## src/rtl/sched_pkg.sv

```systemverilog
// Shared types and index helpers for the issue-port scheduler.
package sched_pkg;
   localparam int SCHED_WIDTH = 16;
   localparam int SCHED_REQS  = 5;
   localparam int SCHED_IDX_W = $clog2(SCHED_WIDTH);

   typedef logic [SCHED_IDX_W-1:0] idx_t;
   typedef logic [SCHED_WIDTH-1:0] mask_t;

   function automatic idx_t oh2idx(input mask_t oh);
      idx_t idx;
      idx = '0;
      for (int i = 0; i < SCHED_WIDTH; i++) begin
         if (oh[i]) idx = idx | idx_t'(i);
      end
      return idx;
   endfunction

   function automatic mask_t idx2oh(input idx_t idx);
      return mask_t'(1) << idx;
   endfunction
endpackage

```

## src/rtl/msb_psel_gen.sv

```systemverilog
// Multi-grant selector: gnt_bus[j] is the j-th highest set request bit (one-hot).
module msb_psel_gen #(
   parameter int WIDTH = 16,
   parameter int REQS  = 5
) (
   input  logic [WIDTH-1:0]           req,
   output logic [REQS-1:0][WIDTH-1:0] gnt_bus,
   output logic [WIDTH-1:0]           gnt,
   output logic                       empty
);
   logic [WIDTH-1:0] remain;
   logic [WIDTH-1:0] pick;

   always_comb begin
      remain  = req;
      gnt_bus = '0;
      gnt     = '0;
      pick    = '0;
      for (int j = 0; j < REQS; j++) begin
         pick = '0;
         // Ascending scan: the last set bit seen is the highest one.
         for (int i = 0; i < WIDTH; i++) begin
            if (remain[i]) begin
               pick    = '0;
               pick[i] = 1'b1;
            end
         end
         gnt_bus[j] = pick;
         gnt        = gnt | pick;
         remain     = remain & ~pick;
      end
   end

   assign empty = ~|req;
endmodule

```

## src/rtl/issue_port_sched.sv

```systemverilog
// Pending-request pool feeding REQS registered issue ports, highest index first.
module issue_port_sched
   import sched_pkg::*;
#(
   parameter int WIDTH = SCHED_WIDTH,
   parameter int REQS  = SCHED_REQS,
   parameter int IDX_W = $clog2(WIDTH)
) (
   input  logic                       clock,
   input  logic                       reset_n,
   input  logic [WIDTH-1:0]           set_valid,
   input  logic                       flush,
   input  logic [REQS-1:0]            port_ready,
   output logic [REQS-1:0]            port_valid,
   output logic [REQS-1:0][IDX_W-1:0] port_idx,
   output logic [WIDTH-1:0]           pending,
   output logic                       empty
);
   localparam int SLOT_W = $clog2(REQS + 1);

   logic [WIDTH-1:0]           pending_q;
   logic [WIDTH-1:0]           held;
   logic [WIDTH-1:0]           clr;
   logic [WIDTH-1:0]           eligible;
   logic [REQS-1:0][WIDTH-1:0] gnt_bus;
   logic [WIDTH-1:0]           gnt_unused;
   logic                       empty_unused;
   logic [REQS-1:0]            valid_nxt;
   logic [REQS-1:0][IDX_W-1:0] idx_nxt;
   logic [SLOT_W-1:0]          slot;

   // An accepted entry is still held this cycle, so it cannot be re-granted now.
   always_comb begin
      held = '0;
      clr  = '0;
      for (int k = 0; k < REQS; k++) begin
         if (port_valid[k]) begin
            held = held | idx2oh(port_idx[k]);
            if (port_ready[k]) clr = clr | idx2oh(port_idx[k]);
         end
      end
   end

   assign eligible = pending_q & ~held;

   msb_psel_gen #(.WIDTH(WIDTH), .REQS(REQS)) u_psel (
      .req     (eligible),
      .gnt_bus (gnt_bus),
      .gnt     (gnt_unused),
      .empty   (empty_unused)
   );

   // Grant j lands on the j-th free port; surplus grants stay waiting.
   always_comb begin
      slot      = '0;
      valid_nxt = port_valid;
      idx_nxt   = port_idx;
      for (int k = 0; k < REQS; k++) begin
         if (~port_valid[k] | port_ready[k]) begin
            valid_nxt[k] = |gnt_bus[slot];
            if (|gnt_bus[slot]) idx_nxt[k] = oh2idx(gnt_bus[slot]);
            slot = slot + SLOT_W'(1);
         end
      end
   end

   always_ff @(posedge clock or negedge reset_n) begin
      if (!reset_n) begin
         pending_q  <= '0;
         port_valid <= '0;
         port_idx   <= '0;
      end else if (flush) begin
         pending_q  <= '0;
         port_valid <= '0;
      end else begin
         pending_q  <= (pending_q & ~clr) | set_valid;
         port_valid <= valid_nxt;
         port_idx   <= idx_nxt;
      end
   end

   assign pending = pending_q;
   assign empty   = ~|pending_q & ~|port_valid;
endmodule
```

## config.mk

```make
export PLATFORM = sky130hd
export DESIGN_NAME = issue_port_sched
export DESIGN_NICKNAME = d
export VERILOG_FILES = /design/src/rtl/sched_pkg.sv /design/src/rtl/msb_psel_gen.sv /design/src/rtl/issue_port_sched.sv
export SDC_FILE = /design/constraint.sdc
export NUM_CORES = 1
export LEC_CHECK = 0
export CORE_AREA = 2 2 119 121
export CTS_CLUSTER_DIAMETER = 40
export DETAILED_ROUTE_END_ITERATION = 8
export DIE_AREA = 0 0 121 123
export PLACE_DENSITY = 0.82
export REMOVE_ABC_BUFFERS = 1
export SLEW_MARGIN = 15
export SYNTH_ARGS = -nofsm -noshare
export SYNTH_HDL_FRONTEND = slang
export SYNTH_HIERARCHICAL = 1
export SYNTH_SLANG_ARGS = --single-unit
```

## constraint.sdc

```tcl
create_clock -name clock -period 6.2 [get_ports clock]
set_input_delay 1.24 -clock clock [delete_from_list [all_inputs] [get_ports clock]]
set_output_delay 1.24 -clock clock [all_outputs]
set_load 0.01 [all_outputs]
```

## Yosys cells after proc, flatten, opt, wreduce, memory -nomap -nowiden

Cells that the tools add are included.

| operators by class | value |
|---|---|
| add/sub/neg operators | 3 |
| multipliers | 0 |
| divide/modulo/power cells | 0 |
| $lt $le $gt $ge | 4 |
| eq/ne operators | 0 |
| shifts and indexed selects | 5 |
| multiplexer cells | 189 |
| bitwise operators | 33 |
| reduce and logical (&&, ||, !) cells | 19 |

Operator list:

| operator | number |
|---|---|
| 16-bit 2-to-1 mux | 39 |
| 16-bit binary-select mux with 3-bit select | 4 |
| 4-bit 2-to-1 mux | 44 |
| 16-bit bitwise OR | 9 |
| 16-bit bitwise AND | 6 |
| 16-bit NOT | 6 |
| 16-bit OR reduction | 6 |
| 3-bit 2-to-1 mux | 27 |
| 1-bit by 4-bit << shifter with 16-bit output, first input constant | 5 |
| 15-bit 2-to-1 mux | 4 |
| 14-bit 2-to-1 mux | 4 |
| 13-bit 2-to-1 mux | 4 |
| 12-bit 2-to-1 mux | 4 |
| 11-bit 2-to-1 mux | 4 |
| 10-bit 2-to-1 mux | 4 |
| 9-bit 2-to-1 mux | 4 |
| 8-bit 2-to-1 mux | 4 |
| 2-bit 2-to-1 mux | 14 |
| 7-bit 2-to-1 mux | 4 |
| 5-bit 2-to-1 mux | 5 |
| 6-bit 2-to-1 mux | 4 |
| 3-bit by 4-bit less-than comparator with 1-bit output, second input constant | 4 |
| 1-bit 2-to-1 mux | 16 |
| 3-bit AND reduction | 5 |
| other kinds (7) | 23 |

| word-level totals | value |
|---|---|
| register bits | 41 |
| bits in latches | 0 |
| bits in writable memories | 0 |
| ROM bits | 0 |
| input bits | 24 |
| logic and storage cells | 264 |
| memories kept | 0 |

## Depth between registers and ports, before layout

| logic depth | value |
|---|---|
| depth after elaboration | 117 |
| gate-level depth with buffers | 24 |

## By module

Netlist, hierarchy kept.

Modules (own cells, without submodules):

| module | instances | cells each | area each (sq um) | seq. area each (sq um) |
|---|---|---|---|---|
| issue_port_sched | 1 | 696 | 5255.0 | 1026.0 |
| msb_psel_gen | 1 | 336 | 2049.5 | 0.0 |

## Worst setup path before layout

Ideal clock, no wire load.

| timing | value |
|---|---|
| kind | register -> register |
| start | register port_idx[14] (netlist bit) |
| end | register port_idx[12] (netlist bit) |
| setup time | 0.125 ns |
| data arrival time | 5.143 ns |
| data required time | 6.075 ns |
| slack | 0.932 ns |
| stages on the path, launching flop included | 23 |
| buffers on the path | 3 |
| period minus slack after synthesis | 5.268 ns |
| cells stage by stage | dfrtp_1 -> clkbuf_1 -> or3b_2 -> o22ai_1 -> nor3_1 -> buf_6 -> maj3_2 -> o31ai_1 -> nor3_1 -> maj3_2 -> or3_1 -> buf_6 -> a21oi_4 -> and3_1 -> nor2_1 -> a2111oi_2 -> nand4_1 -> o211ai_1 -> o21ai_0 -> o21ai_0 -> nor4_1 -> a311o_2 -> mux2_2 |

RTL lines:

| element | line | RTL |
|---|---|---|
| start: declaration | issue_port_sched.sv:15 | `output logic [REQS-1:0][IDX_W-1:0] port_idx,` |
| start signal: assignment | issue_port_sched.sv:78 | `port_idx <= idx_nxt;` |

==> results_dict.tcl <==
set metrics [dict create \
    timing.critical_path.max_delay_family "simple AND/OR/NAND/NOR gates" \
    grt_setup_unrepaired "no" \
    r2r_cells 20 \
    worstPathRequired_ns 6.38 \
    vdd_drop_max_uv 249 \
    cts_made_buffers 5 \
    power-per-cell-area_nw_per_um2 536 \
    syn_avg_cell_area_um2 7.11 \
    crit_path_start_kind "flip-flop" \
    cts_tree "built" \
    crit_arrival_ns 6.14 \
    clkSinkCount 41 \
    setup-violations-final 0 \
    worst-slew-pin-transition_ns 1.14 \
    place_hpwl_mm 23.6 \
    worst_hold_path.endpoint "port_idx[11]$_DFFE_PN0P_" \
    grt_max_degree 42 \
    drv_cap 0 \
    final_max_slew_viol_count 0 \
    worstHoldPathType "flip-flop to flip-flop" \
    drt_iter0_drc 1637 \
    layout-area-overhead-vs-synth_pct 15.1 \
    critical_path.reg2reg.endpoint "port_idx[12]$_DFFE_PN0P_" \
    max-clock-path-buffers 2 \
    cts_hold_buffers 0 \
    crit_chain "or3b_2 > o22ai_1 > nor3_1 > buf_4 > or4_4 > a21oi_4 > nor3_1 > maj3_2 > or3_1 > a21oi_4 > and3_1 > nor2_1 > a2111oi_4 > nand4_1 > o211ai_1 > o21ai_0 > o21ai_0 > nor4_1 > a311o_2 > mux2_2" \
    yosys_warnings 6 \
    period_needed_ns 5.96 \
    crit_fanout 14 \
    initial_standard_cell_utilization_of_the_core 0.526 \
    avgViaCountPerCell 7.43 \
    post-cts-setup-buffers 0 \
    seqCellArea_um2 1030 \
    cts.htree.levels 2 \
    chipHeight_um 123 \
    post_synth_inst_count 1007 \
    timing.setup.critical_path_class "flip-flop to flip-flop" \
    worst-path-buf-inv 1 \
    antenna-diode-count 0 \
    rr_startpoint "port_idx[14]$_DFFE_PN0P_" \
    clkTransAtPathRegs_ns 0.06 \
    maxClockFrequency_ghz 0.168 \
    finalWirelength_mm 31.2 \
    dpl-instance-area_um2 8030 \
    multiInputGateArea_um2 5740 \
    fillerInstances 1294 \
    clockRootBuffer "sky130_fd_sc_hd__clkbuf_16" \
    grt_pass1_vias 8432 \
    route.vias.total 9196 \
    syn-cell-area_um2 7160 \
    grt_first_pass_wirelength_mm 48.2 \
    top_level_ports 66 \
    fin_setup_tns_ns 0 \
    detail_route.first_pass.iterations 9 \
    place_ws_ns 0.0279 \
    worst_hold_path.num_cells 1 \
    holdCritStartpoint "port_idx[11]$_DFFE_PN0P_" \
    cts_resized 0 \
    final_area_um2 8250 \
    slowest_stage "sky130_fd_sc_hd__or3b_2" \
    grt.total_usage 0.417 \
    status "finished, violations left" \
    die_area_um2 14900 \
    maxSlewHeadroom 0.236 \
    post_route_cells_drive_above_1_share 0.130 \
    std_cell_rows 43 \
    final_critical_path_setup_slack_ns 0.244 \
    failed_checks "DRC" \
    place_congestion 1.17 \
    grt_antenna_before_repair 0 \
    critical_path.max_stage_delay_ns 0.55 \
    clkLatencyLatePin_ns 0.30 \
    port_buffers 65 \
    drcViolationCount 9 \
    grt-ovfl-total 0 \
    final.period_utilization 0.961 \
    design.core.area_um2 13600 \
    static-leakage-power_nw 3.01 \
    nets 1084 \
    regToRegSetupSlack_ns 0.24 \
    final.setup_skew_ns 0.00422 \
    ant_nets 0 \
    post_drt_wl_per_cell_um 25.2 \
    worst_setup_path_end_kind "flip-flop" \
    finalHoldViolCount 0 \
    die_x_um 121 \
]
-- where the power goes --
group          total (W)  switching [W]  internal (W)
combinational    0.00361        0.00225       0.00135
sequential      0.000496       0.000155      0.000341
clock           0.000316       0.000115      0.000201
-- final cells by class --
class                   instances  area share
well taps                     180      0.0273
repair buffers                115       0.124
flip-flops and latches         41       0.125
multi-input cells             878       0.695
clock buffers                   6      0.0168
clock inverters                 2     0.00455
inverters                      16     0.00758
-- stage by stage --
step                total power [W]   util  std cells  hold slack [ns]
global route                0.00464  0.606       1238            0.586
detailed placement          0.00389  0.590       1230            0.557
CTS                         0.00421  0.603       1238            0.565
global placement            0.00386  0.590       1230            0.542
floorplan                   0.00276      -        935            0.578
finish                      0.00442  0.606       1238            0.576
-- placed cells by master, fill, tap and decap left out, types with 5 or more instances in the layout --
cell,instances
sky130_fd_sc_hd__a211oi_1,11
sky130_fd_sc_hd__a21o_1,5
sky130_fd_sc_hd__a21oi_1,55
sky130_fd_sc_hd__a22o_1,10
sky130_fd_sc_hd__a22oi_1,5
sky130_fd_sc_hd__a31oi_1,10
sky130_fd_sc_hd__a32o_1,8
sky130_fd_sc_hd__a32oi_1,6
sky130_fd_sc_hd__and2_1,17
sky130_fd_sc_hd__and3_1,15
sky130_fd_sc_hd__buf_4,50
sky130_fd_sc_hd__clkbuf_16,5
sky130_fd_sc_hd__clkdlybuf4s50_1,64
sky130_fd_sc_hd__conb_1,10
sky130_fd_sc_hd__dfrtp_1,40
sky130_fd_sc_hd__inv_1,14
sky130_fd_sc_hd__mux2_2,7
sky130_fd_sc_hd__mux2i_1,23
sky130_fd_sc_hd__mux4_2,18
sky130_fd_sc_hd__nand2_1,72
sky130_fd_sc_hd__nand2b_1,16
sky130_fd_sc_hd__nand3_1,31
sky130_fd_sc_hd__nand3b_1,10
sky130_fd_sc_hd__nand4_1,18
sky130_fd_sc_hd__nor2_1,145
sky130_fd_sc_hd__nor2b_1,14
sky130_fd_sc_hd__nor3_1,62
sky130_fd_sc_hd__nor3_2,5
sky130_fd_sc_hd__nor3b_1,8
sky130_fd_sc_hd__nor4_1,17
sky130_fd_sc_hd__o21a_1,9
sky130_fd_sc_hd__o21ai_0,73
sky130_fd_sc_hd__o221ai_1,12
sky130_fd_sc_hd__o22ai_1,46
sky130_fd_sc_hd__o32ai_1,5
sky130_fd_sc_hd__or2_2,11
sky130_fd_sc_hd__or3_1,13
-- layer usage --
metal  vias to the layer above  GRT usage  share of wire
met1                      4208      0.506           0.36
met4                         0      0.284          0.086
met3                       245     0.0775           0.11
li1                       3951          -              -
met2                       792      0.673           0.44
met5                         -          0              0
-- registers in the layout, summed over array words and instances, names as in the netlist --
name	count
pending	16
port_valid	5
port_idx	20
-- worst register-to-register path, delay by kind of cell (launching register included) --
family                   cells  cell delay [ns]
adder cells (fa/ha/maj)      1             0.36
AO/OA/AOI/OAI                8             1.95
AND/OR/NAND/NOR              9             2.50
multiplexers                 1             0.28
flip-flops                   1             0.53
buffers and inverters        1             0.22
-- worst max-delay path by stage --
stage / cells after the start / slack (ns) / startpoint / end
after floorplan: 15 / -0.07 / port_ready[0] / port_idx[17]$_DFFE_PN0P_
after global placement: 18 / 0.05 / port_idx[1]$_DFFE_PN0P_ / port_idx[14]$_DFFE_PN0P_
after detailed placement: 18 / 0.03 / port_idx[1]$_DFFE_PN0P_ / port_idx[14]$_DFFE_PN0P_
after CTS: 18 / 0.02 / port_idx[1]$_DFFE_PN0P_ / port_idx[14]$_DFFE_PN0P_
after global routing: 18 / 0.06 / port_idx[14]$_DFFE_PN0P_ / port_idx[12]$_DFFE_PN0P_
final: 20 / 0.24 / port_idx[14]$_DFFE_PN0P_ / port_idx[12]$_DFFE_PN0P_
No activity file was read; power rests on OpenSTA's default activity.
